===== config.mk =====
export PLATFORM = sky130hd
export DESIGN_NAME = firebird7_in_gate1_tessent_tdr_dmux_ctrl
export DESIGN_NICKNAME = d
export VERILOG_FILES = /design/src/rtl/firebird7_in_gate1_tdr_pkg.sv /design/src/rtl/firebird7_in_gate1_tessent_tdr_dmux_ctrl.sv
export SDC_FILE = /design/constraint.sdc
export NUM_CORES = 1
export LEC_CHECK = 0
export ABC_AREA = 1
export CORE_AREA = 8 8 45 47
export DETAILED_ROUTE_END_ITERATION = 16
export DIE_AREA = 0 0 53 55
export PLACE_DENSITY_LB_ADDON = 0.08
export SLEW_MARGIN = 40
export SYNTH_ARGS = -nofsm -noshare
export SYNTH_HDL_FRONTEND = slang
export SYNTH_SLANG_ARGS = --single-unit

===== constraint.sdc =====
create_clock -name ijtag_tck -period 0.8 [get_ports ijtag_tck]
set_clock_uncertainty 0.1 [all_clocks]
set_input_delay 0.16 -clock ijtag_tck [delete_from_list [all_inputs] [get_ports ijtag_tck]]
set_output_delay 0.16 -clock ijtag_tck [all_outputs]
set_load 0.02 [all_outputs]

===== src/rtl/firebird7_in_gate1_tdr_pkg.sv =====
// Shared constants for the gate1 data-mux control TDR: shift-path length helper,
// select-bit index and reset value.
package firebird7_in_gate1_tdr_pkg;

  localparam int TDR_WIDTH = 3;

  function automatic int tdr_len(input int width);
    return width + 1;
  endfunction

  localparam int TDR_LEN = tdr_len(TDR_WIDTH);
  localparam int SEL_BIT = TDR_WIDTH;
  localparam logic [TDR_LEN-1:0] TDR_RESET = '0;

endpackage


===== src/rtl/firebird7_in_gate1_tessent_tdr_dmux_ctrl.sv =====
// IJTAG TDR driving select/test-data of the gate1 3-bit data mux (capture/shift/update).
// Optional capture stage enabled by defining FIREBIRD7_TDR_CAPTURE_EN.
module firebird7_in_gate1_tessent_tdr_dmux_ctrl
  import firebird7_in_gate1_tdr_pkg::*;
#(
  parameter int WIDTH = TDR_WIDTH
) (
  input  logic             ijtag_tck,
  input  logic             ijtag_reset,
  input  logic             ijtag_sel,
  input  logic             ijtag_ce,
  input  logic             ijtag_se,
  input  logic             ijtag_ue,
  input  logic             ijtag_si,
  output logic             ijtag_so,
  input  logic [WIDTH-1:0] capture_data_in,
  output logic             ijtag_select,
  output logic [WIDTH-1:0] ijtag_data_out
);

  localparam int LEN = tdr_len(WIDTH);
  localparam int SEL = SEL_BIT + (WIDTH - TDR_WIDTH);

  logic [LEN-1:0] sr;
  logic [LEN-1:0] ur;
  logic [LEN-1:0] sr_next;

`ifndef FIREBIRD7_TDR_CAPTURE_EN
  // Capture disabled: these inputs are intentionally left dangling.
  logic unused_capture;
  assign unused_capture = ijtag_ce ^ (^capture_data_in);
`endif

  always_comb begin
    sr_next = sr;
`ifdef FIREBIRD7_TDR_CAPTURE_EN
    if (ijtag_ce) begin
      sr_next = {ur[SEL], capture_data_in};
    end else if (ijtag_se) begin
      sr_next = {ijtag_si, sr[LEN-1:1]};
    end
`else
    if (ijtag_se) begin
      sr_next = {ijtag_si, sr[LEN-1:1]};
    end
`endif
  end

  // Update samples the pre-edge sr, so select and data switch together.
  always_ff @(posedge ijtag_tck) begin
    if (ijtag_reset) begin
      sr <= LEN'(TDR_RESET);
      ur <= LEN'(TDR_RESET);
    end else if (ijtag_sel) begin
      sr <= sr_next;
      if (ijtag_ue) begin
        ur <= sr;
      end
    end
  end

  assign ijtag_so       = sr[0];
  assign ijtag_select   = ur[SEL];
  assign ijtag_data_out = ur[WIDTH-1:0];

endmodule


== Word-level counts from Yosys, hierarchy flattened ==
Cells that the tools add are included.

* Bits in registers: 8
* Bits in latches: 0
* Memories: 0
* Bits in writable memories: 0
* Bits in read-only memories: 0
* Input bits: 10

* Divide/modulo/power cells: 0
* Shifts and indexed selects: 0
* Mux-type cells: 0
* Reduce and logical (&&, ||, !) cells: 2
* Multiply operators: 0
* Bitwise logic cells: 0
* Magnitude comparators: 0
* Equality and inequality tests: 0
* Add/sub/neg operators: 0

{| class="wikitable"
|+ Operator list
! operator !! number
|-
| $reduce_and 2->1 || 2
|}

== Logic depth before layout (Yosys ltp) ==
* Depth after elaboration: 1
* Gate-level depth with buffers: 4
* Mapped depth without buffers: 4

== Least setup slack after synthesis ==
Ideal clock, no wire load.

* Path kind: reg-to-reg
* Start: register, netlist name sr[0]
* End: register sr[0]
* Cell stages (with the launch flop): 5
* Arrival time: 0.649 ns
* Buffers on the path: 0
* Slack: -0.013 ns
* Library setup time: 0.064 ns
* Clock period less this slack: 0.813 ns
* Cells stage by stage: dfxtp_1 > inv_1 > nand2_1 > nand2_1 > nor2_1

{| class="wikitable"
|+ RTL lines
! what !! line !! text
|-
| to (signal assigned) || firebird7_in_gate1_tessent_tdr_dmux_ctrl.sv:52 || <nowiki>sr <= LEN'(TDR_RESET);</nowiki>
|-
| to (signal assigned) || firebird7_in_gate1_tessent_tdr_dmux_ctrl.sv:55 || <nowiki>sr <= sr_next;</nowiki>
|-
| to (decl) || firebird7_in_gate1_tessent_tdr_dmux_ctrl.sv:24 || <nowiki>logic [LEN-1:0] sr;</nowiki>
|}

== Final worst setup path ==
* Start: register sr[0]
* End: output ijtag_so

{| class="wikitable"
|+ RTL lines
! what !! line !! text
|-
| to (decl) || firebird7_in_gate1_tessent_tdr_dmux_ctrl.sv:15 || <nowiki>output logic ijtag_so,</nowiki>
|}

No word-level cell between the ends.

==> out/metrics.csv <==
metric;value;unit
status;finished, violations left;
violations;negative setup slack;
critical-path-top-delay-family;flip-flops;
drv_cap;0;
hold_buffers;0;
netlist_area;332;sq um
coreArea;0.00138;sq mm
cp-end-kind;output pin;
r2r-end;sr[0];
power.total;0.000917;W
cts.htree.levels;1;
peakVddDrop;529;uV
hold_class;in -> reg;
place_ws;-0.382;ns
finalHoldViolCount;0;
p_leak;0.271;nW
clkTransAtPathRegs;0.06;ns
cts_buffers;3;
wl_per_cell;8.94;um
vias;314;
nets;77;
first_pass_iters;2;
grt_first_pass_wirelength;1.19;mm
hold_path_end;ur[1];
critical_path_arrival;0.70;ns
critPathBufInv;1;
ios;15;
drive_gt1_share;32.3;%
ys_ff_latch;8;
cts_tree;built;
syn-num-nets;61;
clock_latency;0.25;ns
layout_min_cycle_time;0.956;ns
min_path_cells;4;
fp-row-count;14;
max_slew.worst_pin.slew;0.148;ns
drc_errors;0;
grt_max_degree;9;
ys_warn_count;0;
start_util;24.0;%
netlist_instances;51;
cts.sinks;8;
finalCritPeriodShare;120;%
dp.final_hpwl;527;um
ys_types;6;
cts_setup_buffers;0;
synth_area_per_cell;6.50;sq um
fp.dieArea;0.00292;sq mm
crit_slowest_cell;dfxtp_2;
max_slew_margin;90.1;%
ys_seq_area_share;48.3;%
worst_slack;-0.156;ns
cts_root_buffer;clkbuf_4;
start_kind;register;
die_h;55;um
antenna_found_initial;0;
die_w;53;um
r2r_setup_slack;-0.03;ns
final_util;36.3;%
setup-violations-final;7;
hold_slack;0.260;ns
ff2ff_path_depth;5;
gr-total-overflow;0;
fmax;1050;MHz
portBuffers;10;
wirelength;724;um
min_from;ijtag_reset;
cp_cell_sequence;buf_6;
crit_type;reg -> out;
gr-usage-all-layers;5.86;%
cts_max_path_buffers;2;
grt_setup_unrepaired;yes;
place_congestion;0.705;
worstPathRequired;0.54;ns
areaGrowthSynthToFinish;51.3;%
grt_pass1_vias;287;
r2r_start;sr[0];
avgViaCountPerCell;3.88;
diodes;0;
fill_cells;154;
powerDensity;1830;mW/mm^2
finalMaxSlewViolations;0;
finalSetupTns;-0.792;ns
worst-path-max-fanout;2;
max_stage_delay;0.33;ns
drt_iter0_markers;3;
ant_nets;0;
[power by group]
group | internal (W) | switching (W) | total, W
clock network | 0.000172 | 0.000137 | 0.000309
logic | 0.0000755 | 0.0000852 | 0.000161
registers | 0.000429 | 0.0000174 | 0.000447
total | 0.000677 | 0.000240 | 0.000917
[worst max path at each step]
| stage | startpoint | to | cells past startpoint | slack (ns) |
|---|---|---|---|---|
| 2_1_floorplan | ur[0] | ur[0] | 4 | 0.007 |
| 3_5_place_dp | ijtag_sel | ur[2] | 4 | -0.38 |
| 5_1_grt | sr[0] | ijtag_so | 1 | -0.18 |
| 3_3_place_gp | ijtag_sel | ur[2] | 4 | -0.38 |
| 4_1_cts | sr[0] | ijtag_so | 1 | -0.17 |
| 6_report | sr[0] | ijtag_so | 1 | -0.16 |
[state kept, by name, indices dropped and copies added, names as in the netlist]
signal  count
ur          4
sr          4
[timing repair]
item,4_1_cts,5_1_grt
pin swaps,2,0
endpoints found under the setup margin,13,10
cloned,0,0
hold endpoints to repair,0,0
gates resized for setup,39,4
[cell type report]
type,count,area [sq um],area share [%]
Clock buffer,3,22.5,4.49
Inverter,9,38.8,7.73
Multi-Input combinational cell,34,143,28.4
Sequential cell,8,169,33.7
Tap cell,16,20.0,3.99
Timing Repair Buffer,11,109,21.7
[layout by cell type, fill, tap and decap left out, drive strengths merged]
master,n
clkdlybuf4s50,1
nand2,18
clkbuf,3
nor2,16
inv,9
dfxtp,8
dlygate4sd2,4
buf,6
[layer usage]
layer,routed length [um],GRT usage [%],vias to the layer above
met2,327,7.81,7
li1,-,-,176
met5,0,0,-
met4,8,6.47,0
met1,349,6.57,129
met3,39,2.41,2
[synth_stat cells]
cell | n | area share, %
nand2_1 | 16 | 18
nand2_2 | 2 | 3.8
dfxtp_1 | 8 | 48
inv_6 | 1 | 2.6
nor2_1 | 16 | 18
inv_1 | 8 | 9.1
[metrics by stage]
stage | instance area (sq um) | std cells
2_1_floorplan | 333 | 51
3_3_place_gp | 460 | 78
3_5_place_dp | 460 | 78
4_1_cts | 494 | 81
5_1_grt | 502 | 81
6_report | 502 | 81
[cells by family (layout without fill, tap and decap cells)]
kind of cell / count (synthesis) / after routing / share of synthesized area [%]
buf+inv: 9 / 23 / 11.7
flops: 8 / 8 / 48.3
simple gates: 34 / 34 / 40.0
(Power assumes the default switching activity.)
